===== src/rtl/ps2_keyboard_rx_pkg.sv =====
`default_nettype none
// ============================================================================
//  Module   : ps2_keyboard_rx_pkg
//  Brief    : Shared types and constants for the PS/2 keyboard receiver.
//  Revision : 1.0 - initial release
// ============================================================================
package ps2_keyboard_rx_pkg;

  // Width of the user_design stream word and of a PS/2 scan code.
  localparam int C_STREAM_W = 32;
  localparam int C_CODE_W   = 8;

  // Frame receiver states.
  typedef enum logic [1:0] {
    ST_IDLE   = 2'd0,
    ST_DATA   = 2'd1,
    ST_PARITY = 2'd2,
    ST_STOP   = 2'd3
  } state_t;

  // Odd parity holds when the code bits plus the parity bit contain an odd number of ones.
  function automatic logic odd_parity_ok(input logic [C_CODE_W-1:0] code, input logic par);
    return ^{code, par};
  endfunction

endpackage
`default_nettype wire


===== src/rtl/ps2_rx_fifo.sv =====
`default_nettype none
// ============================================================================
//  Module   : ps2_rx_fifo
//  Brief    : Small synchronous scan-code FIFO with wrap-bit pointers.
//             A pop in the same cycle as a push into a full FIFO frees the
//             slot, so the push is accepted.
//  Revision : 1.0 - initial release
// ============================================================================
module ps2_rx_fifo #(
  parameter int DEPTH = 4
) (
  input  logic       clk,
  input  logic       rst,
  input  logic       i_push,
  input  logic [7:0] i_data,
  input  logic       i_pop,
  output logic [7:0] o_data,
  output logic       o_full,
  output logic       o_empty
);

  localparam int AW = $clog2(DEPTH);

  logic [AW:0] r_wr;
  logic [AW:0] r_rd;
  logic [7:0]  r_mem [DEPTH];
  logic        w_do_pop;
  logic        w_do_push;

  assign o_empty   = (r_wr == r_rd);
  assign o_full    = ((r_wr ^ r_rd) == {1'b1, {AW{1'b0}}});
  assign w_do_pop  = i_pop & ~o_empty;
  assign w_do_push = i_push & (~o_full | w_do_pop);
  assign o_data    = o_empty ? 8'h00 : r_mem[r_rd[AW-1:0]];

  // Pointer update; reset empties the buffer.
  always_ff @(posedge clk) begin
    if (rst) begin
      r_wr <= '0;
      r_rd <= '0;
    end else begin
      if (w_do_push) r_wr <= r_wr + (AW+1)'(1);
      if (w_do_pop)  r_rd <= r_rd + (AW+1)'(1);
    end
  end

  // Storage array; contents are don't-care until written.
  always_ff @(posedge clk) begin
    if (w_do_push) r_mem[r_wr[AW-1:0]] <= i_data;
  end

endmodule
`default_nettype wire


===== src/rtl/ps2_keyboard_rx.sv =====
`default_nettype none
// ============================================================================
//  Module   : ps2_keyboard_rx
//  Brief    : PS/2 device-to-host receiver. Synchronises and glitch-filters
//             the pins, deserialises 11-bit frames, checks framing and odd
//             parity, buffers good codes and presents them on a stb/ack
//             stream.
//  Revision : 1.0 - initial release
// ============================================================================
module ps2_keyboard_rx
  import ps2_keyboard_rx_pkg::*;
#(
  parameter int FILTER_CYCLES  = 8,
  parameter int TIMEOUT_CYCLES = 100000,
  parameter int FIFO_DEPTH     = 4
) (
  input  logic                  clk,
  input  logic                  rst,
  input  logic                  ps2_clk,
  input  logic                  ps2_data,
  output logic [C_STREAM_W-1:0] output_ps2,
  output logic                  output_ps2_stb,
  input  logic                  output_ps2_ack,
  output logic                  frame_error,
  output logic                  overflow
);

  localparam int FW = $clog2(FILTER_CYCLES + 1);
  localparam int TW = $clog2(TIMEOUT_CYCLES + 1);

  logic          r_clk_s1, r_clk_s2, r_dat_s1, r_dat_s2;
  logic          r_clk_filt, r_clk_filt_q;
  logic [FW-1:0] r_filt_cnt;
  logic          w_fall;

  state_t        r_state, w_state_nxt;
  logic [2:0]    r_bit_cnt, w_bit_cnt_nxt;
  logic [7:0]    r_shift, w_shift_nxt;
  logic          r_parity, w_parity_nxt;
  logic [TW-1:0] r_to_cnt, w_to_cnt_nxt;
  logic          w_push, w_err;

  logic          r_frame_error, r_overflow;
  logic          w_full, w_empty, w_pop;
  logic [7:0]    w_head;

  // Pin synchronisers and clock glitch filter; idle PS/2 lines are high.
  always_ff @(posedge clk) begin
    if (rst) begin
      r_clk_s1     <= 1'b1;
      r_clk_s2     <= 1'b1;
      r_dat_s1     <= 1'b1;
      r_dat_s2     <= 1'b1;
      r_clk_filt   <= 1'b1;
      r_clk_filt_q <= 1'b1;
      r_filt_cnt   <= '0;
    end else begin
      r_clk_s1     <= ps2_clk;
      r_clk_s2     <= r_clk_s1;
      r_dat_s1     <= ps2_data;
      r_dat_s2     <= r_dat_s1;
      r_clk_filt_q <= r_clk_filt;
      if (r_clk_s2 != r_clk_filt) begin
        if (r_filt_cnt == FW'(FILTER_CYCLES - 1)) begin
          r_clk_filt <= r_clk_s2;
          r_filt_cnt <= '0;
        end else begin
          r_filt_cnt <= r_filt_cnt + FW'(1);
        end
      end else begin
        r_filt_cnt <= '0;
      end
    end
  end

  assign w_fall = r_clk_filt_q & ~r_clk_filt;

  // Frame FSM state and datapath registers.
  always_ff @(posedge clk) begin
    if (rst) begin
      r_state       <= ST_IDLE;
      r_bit_cnt     <= '0;
      r_shift       <= '0;
      r_parity      <= 1'b0;
      r_to_cnt      <= '0;
      r_frame_error <= 1'b0;
      r_overflow    <= 1'b0;
    end else begin
      r_state       <= w_state_nxt;
      r_bit_cnt     <= w_bit_cnt_nxt;
      r_shift       <= w_shift_nxt;
      r_parity      <= w_parity_nxt;
      r_to_cnt      <= w_to_cnt_nxt;
      r_frame_error <= w_err;
      r_overflow    <= w_push & w_full & ~w_pop;
    end
  end

  // Next-state logic: bits advance on filtered falling edges; a stalled frame times out.
  always_comb begin
    w_state_nxt   = r_state;
    w_bit_cnt_nxt = r_bit_cnt;
    w_shift_nxt   = r_shift;
    w_parity_nxt  = r_parity;
    w_to_cnt_nxt  = '0;
    w_push        = 1'b0;
    w_err         = 1'b0;

    if (w_fall) begin
      case (r_state)
        ST_IDLE: begin
          if (!r_dat_s2) begin
            w_state_nxt   = ST_DATA;
            w_bit_cnt_nxt = '0;
          end else begin
            w_err = 1'b1;
          end
        end
        ST_DATA: begin
          w_shift_nxt   = {r_dat_s2, r_shift[7:1]};
          w_bit_cnt_nxt = r_bit_cnt + 3'd1;
          if (r_bit_cnt == 3'd7) w_state_nxt = ST_PARITY;
        end
        ST_PARITY: begin
          w_parity_nxt = r_dat_s2;
          w_state_nxt  = ST_STOP;
        end
        ST_STOP: begin
          if (r_dat_s2 && odd_parity_ok(r_shift, r_parity)) w_push = 1'b1;
          else                                               w_err  = 1'b1;
          w_state_nxt = ST_IDLE;
        end
        default: w_state_nxt = ST_IDLE;
      endcase
    end else if (r_state != ST_IDLE) begin
      if (r_to_cnt == TW'(TIMEOUT_CYCLES - 1)) begin
        w_state_nxt = ST_IDLE;
        w_err       = 1'b1;
      end else begin
        w_to_cnt_nxt = r_to_cnt + TW'(1);
      end
    end
  end

  assign w_pop = output_ps2_stb & output_ps2_ack;

  ps2_rx_fifo #(
    .DEPTH (FIFO_DEPTH)
  ) u_fifo (
    .clk     (clk),
    .rst     (rst),
    .i_push  (w_push),
    .i_data  (r_shift),
    .i_pop   (w_pop),
    .o_data  (w_head),
    .o_full  (w_full),
    .o_empty (w_empty)
  );

  assign output_ps2_stb = ~w_empty;
  assign output_ps2     = {{(C_STREAM_W - C_CODE_W){1'b0}}, w_head};
  assign frame_error    = r_frame_error;
  assign overflow       = r_overflow;

endmodule
`default_nettype wire


===== config.mk =====
export PLATFORM = sky130hd
export DESIGN_NAME = ps2_keyboard_rx
export DESIGN_NICKNAME = d
export VERILOG_FILES = /design/src/rtl/ps2_keyboard_rx_pkg.sv /design/src/rtl/ps2_rx_fifo.sv /design/src/rtl/ps2_keyboard_rx.sv
export SDC_FILE = /design/constraint.sdc
export NUM_CORES = 1
export LEC_CHECK = 0
export CORE_ASPECT_RATIO = 1.2
export CORE_MARGIN = 2
export CORE_UTILIZATION = 50
export CTS_CLUSTER_SIZE = 8
export DETAILED_ROUTE_END_ITERATION = 12
export GPL_TIMING_DRIVEN = 0
export PLACE_DENSITY = 0.72
export SLEW_MARGIN = 10
export SYNTH_ARGS = -nofsm -noshare
export SYNTH_HDL_FRONTEND = slang
export SYNTH_SLANG_ARGS = --single-unit

===== constraint.sdc =====
create_clock -name clk -period 4.9 [get_ports clk]
set_clock_uncertainty 0.1 [all_clocks]
set_input_delay 0.735 -clock clk [delete_from_list [all_inputs] [get_ports clk]]
set_output_delay 0.735 -clock clk [all_outputs]
set_load 0.05 [all_outputs]

==> key figures <==
Layout
  • Area growth, synth to finish: 15.5%
  • Inserted Diodes: 0
  • Final nets: 391
  • Fill count: ~630
  • Fin area: 4320 um^2
  • Layout cell share with drive strength beyond 1: between 10% and 20%
  • Finished Layout Cells: approximately 470

Timing
  • Final worst path period need: about 3500 ps
  • Fin. Hold Viols: 0
  • Rel. slew slack: between 30% and 40%
  • RSZ-0062 raised after global routing: no
  • Setup TNS: 0 ps
  • Hold WS: approximately 320 ps
  • Pins Over Slew Limit: 0
  • Fmax: approximately 290 MHz
  • Final period util: a little under three quarters
  • # setup viols final: 0
  • Actual slew at the worst max-slew pin: around 910 ps

Floorplanning
  • Die width: 82.9 um
  • IO Pins: 40
  • Core box area: between 7000 and 8000 um^2
  • Die Y: ~100 um
  • Rows: 34
  • Starting density of the core: around half
  • DIE AREA: approximately 8000 um^2

Critical path
  • Reg2reg end: u_fifo.r_wr[2]$_SDFFE_PP0P_
  • FF-to-FF path depth: 5
  • WP data arrival: 2640 ps
  • CP required: between 4000 and 5000 ps
  • Crit Path Max Fanout: 8
  • Worst setup EP type: output pin
  • Reg2reg start: r_shift[1]$_SDFFE_PP0P_
  • Worst Setup Start Kind: flop
  • FF-to-FF setup slack: 2280 ps
  • Kind of critical path: reg -> out

Flow run
  • MaxCap Viol Count: 0

Synth
  • Area leader, netlist: dfxtp_1
  • Post-Synthesis Cells: about 320
  • Synth cell types: 43
  • Yosys warns: 0
  • Ranking of synthesized cells by area: dfxtp_1 (27%), edfxtp_1 (26%), buf_4 (4.8%), mux4_2 (4.8%), ha_1 (4.7%)
  • Flops & latches, synth: 83
  • Mapped cell area: around 3700 um^2
  • Syn_area_per_cell: 11.6 um^2
  • Post-synth top area share: a little over a quarter
  • Sequential fraction of the synthesis area: a little over half

Routing
  • DR WL met2: 2990 um
  • Wire per inst: roughly 13 um
  • Top layer in use: met4
  • Routed vias/inst: 4.85
  • Routed length on met3: 150 um
  • Met1 wire length: approximately 2700 um
  • Final ANT Viol Nets: 0
  • Vias: 2265
  • Number of detailed-route iterations in the first pass: 6
  • Post-route DRC: 0
  • Iter 0 DRT Violations: 60
  • Final WL: slightly below 6000 um

Run status
  • Outcome: completed

Global routing
  • Grt ovf: 0
  • Global-route wire length before repair: 10100 um
  • Gr usage total: 15.4%
  • Initial antenna violation count: 0
  • Vias in the first global route: between 2k and 2.5k
  • Pin count of the biggest net entering global routing: 15

Hold path
  • Type of the worst min-delay path: reg -> reg
  • Hold wc startpoint: r_dat_s1$_SDFF_PP1_
  • Hold path endpoint: r_dat_s2$_SDFF_PP1_
  • Hold depth: 1

CTS
  • Post-CTS Setup Bufs: 0
  • CTS tree: built
  • Clock slew seen by the registers of the worst setup and hold paths: approximately 80 ps
  • Worst skew pair latency: between 300 and 400 ps
  • Clk root buf: clkbuf_8
  • Htree depth: 3
  • Inserted Clock Buffers: 9
  • CTS sink cnt: between 80 and 90
  • Hold-fix buffers, CTS: 0
  • Post-CTS sizing: 0
  • Longest Clk Path Bufs: 2

Place
  • Placer congestion estimate: 0.723
  • Placed cell count: 451
  • I/O Buffers: 15
  • Placed Area: 4090 um^2
  • Detailed placement HPWL: between 4000 and 5000 um

Pwr
  • PwrDens: around 320 nW/um^2
  • Leakage power: ~0.0017 uW
  • Power, Total: about 1400 uW
  • VDD IR max: between 0.2 and 0.25 mV
-- critical path, stage by stage, from the launching register on --
cell and delay, ps:
dfxtp_1 310, clkbuf_1 540, mux4_2 590, and2_1 170, clkdlybuf4s50_1 690
-- how the worst max path moves through the flow --
stage	from	to	slack, ps	cells past startpoint
detailed placement	flop	output_ps2[5]	1730	4
floorplan	u_fifo.r_rd[2]$_SDFFE_PP0P_	output_ps2[0]	2330	4
global route	flop	output_ps2[5]	1300	4
global placement	flop	output_ps2[4]	1760	4
finish	flop	output_ps2[4]	1420	4
CTS	flop	output_ps2[7]	1340	4
-- Yosys cell counts, drive strengths merged --
cell and n:
mux4 8, nand4 5, mux2i 10, xnor2 12, mux2 3, o22ai 1, and2 11, nand2b 3
xnor3 1, or2 5, nand2 13, nand3 13, inv 6, nor2b 5, a31oi 2, and3 3
nor4b 1, and4 2, nor3 4, ha 14, o21ai 7, or3 4, nand4b 1, edfxtp 32
nor3b 2, nor4 1, a21oi 10, a22oi 1, buf 26, conb 1, xor2 14, nor4bb 2
nand3b 3, a211o 1, dfxtp 51, clkbuf 8, nor2 37
-- where the power goes --
group	switching [uW]	leakage (uW)	internal, uW	total [uW]
Sequential	4.36	0.000708	715	719
Clock	232	0.000116	319	551
Combinational	64.1	0.000842	27.2	91.3
-- routing by layer --
layer	vias to the layer above	GRT usage [%]
met5	-	0
met4	0	7.19
met3	8	2.51
met2	29	26.2
met1	1059	19.2
li1	1169	-
-- cell type report --
type	count	area [um^2]	area share (%)
inverters	6	22.5	0.522
clock buffers	12	156	3.62
well taps	90	113	2.61
multi-input cells	223	1600	37.0
flip-flops and latches	83	1980	45.9
repair buffers	15	150	3.48
plain buffers	34	220	5.10
clock inverters	4	73.8	1.71
-- cell usage in the layout (no fill, tap or decap), types with 7 or more instances in the layout --
cell type        count
xnor2_1             10
a21oi_1             10
dfxtp_1             51
and2_1              11
ha_1                14
clkdlybuf4s50_1     15
nor2_1              37
clkbuf_8             9
nand2_1             13
mux4_2               8
nand3_1             13
buf_4               24
xor2_1              14
clkbuf_1            10
conb_1              24
mux2i_1             10
edfxtp_1            32
o21ai_0              7
-- registers in the layout (all words and copies together) (netlist names), 2 cells and up, named ones only --
name and cells:
u_fifo.r_mem 32, r_to_cnt 17, r_shift 8, r_filt_cnt 4, r_bit_cnt 3, u_fifo.r_rd 3, u_fifo.r_wr 3, r_state 2
-- cells by family (layout without fill, tap and decap cells) --
logic type | Yosys count | count (layout) | share of synthesized area [%]
buf+inv | 40 | 71 | 6.50
other cells | 1 | 24 | 0.100
simple gates | 115 | 115 | 16.4
fa+ha+maj | 14 | 14 | 4.69
xor+xnor | 27 | 27 | 7.43
flops | 83 | 83 | 53.0
mux | 21 | 21 | 8.61
compound gates | 22 | 22 | 3.22
-- through the flow --
| stage | util (%) | setup WS (ps) |
|---|---|---|
| 2_1_floorplan | - | 2330 |
| 3_3_place_gp | 56.5 | 1760 |
| 3_5_place_dp | 56.5 | 1730 |
| 4_1_cts | 59.7 | 1340 |
| 5_1_grt | 59.7 | 1300 |
| 6_report | 59.7 | 1420 |
No activity file was read; power rests on OpenSTA's default activity.
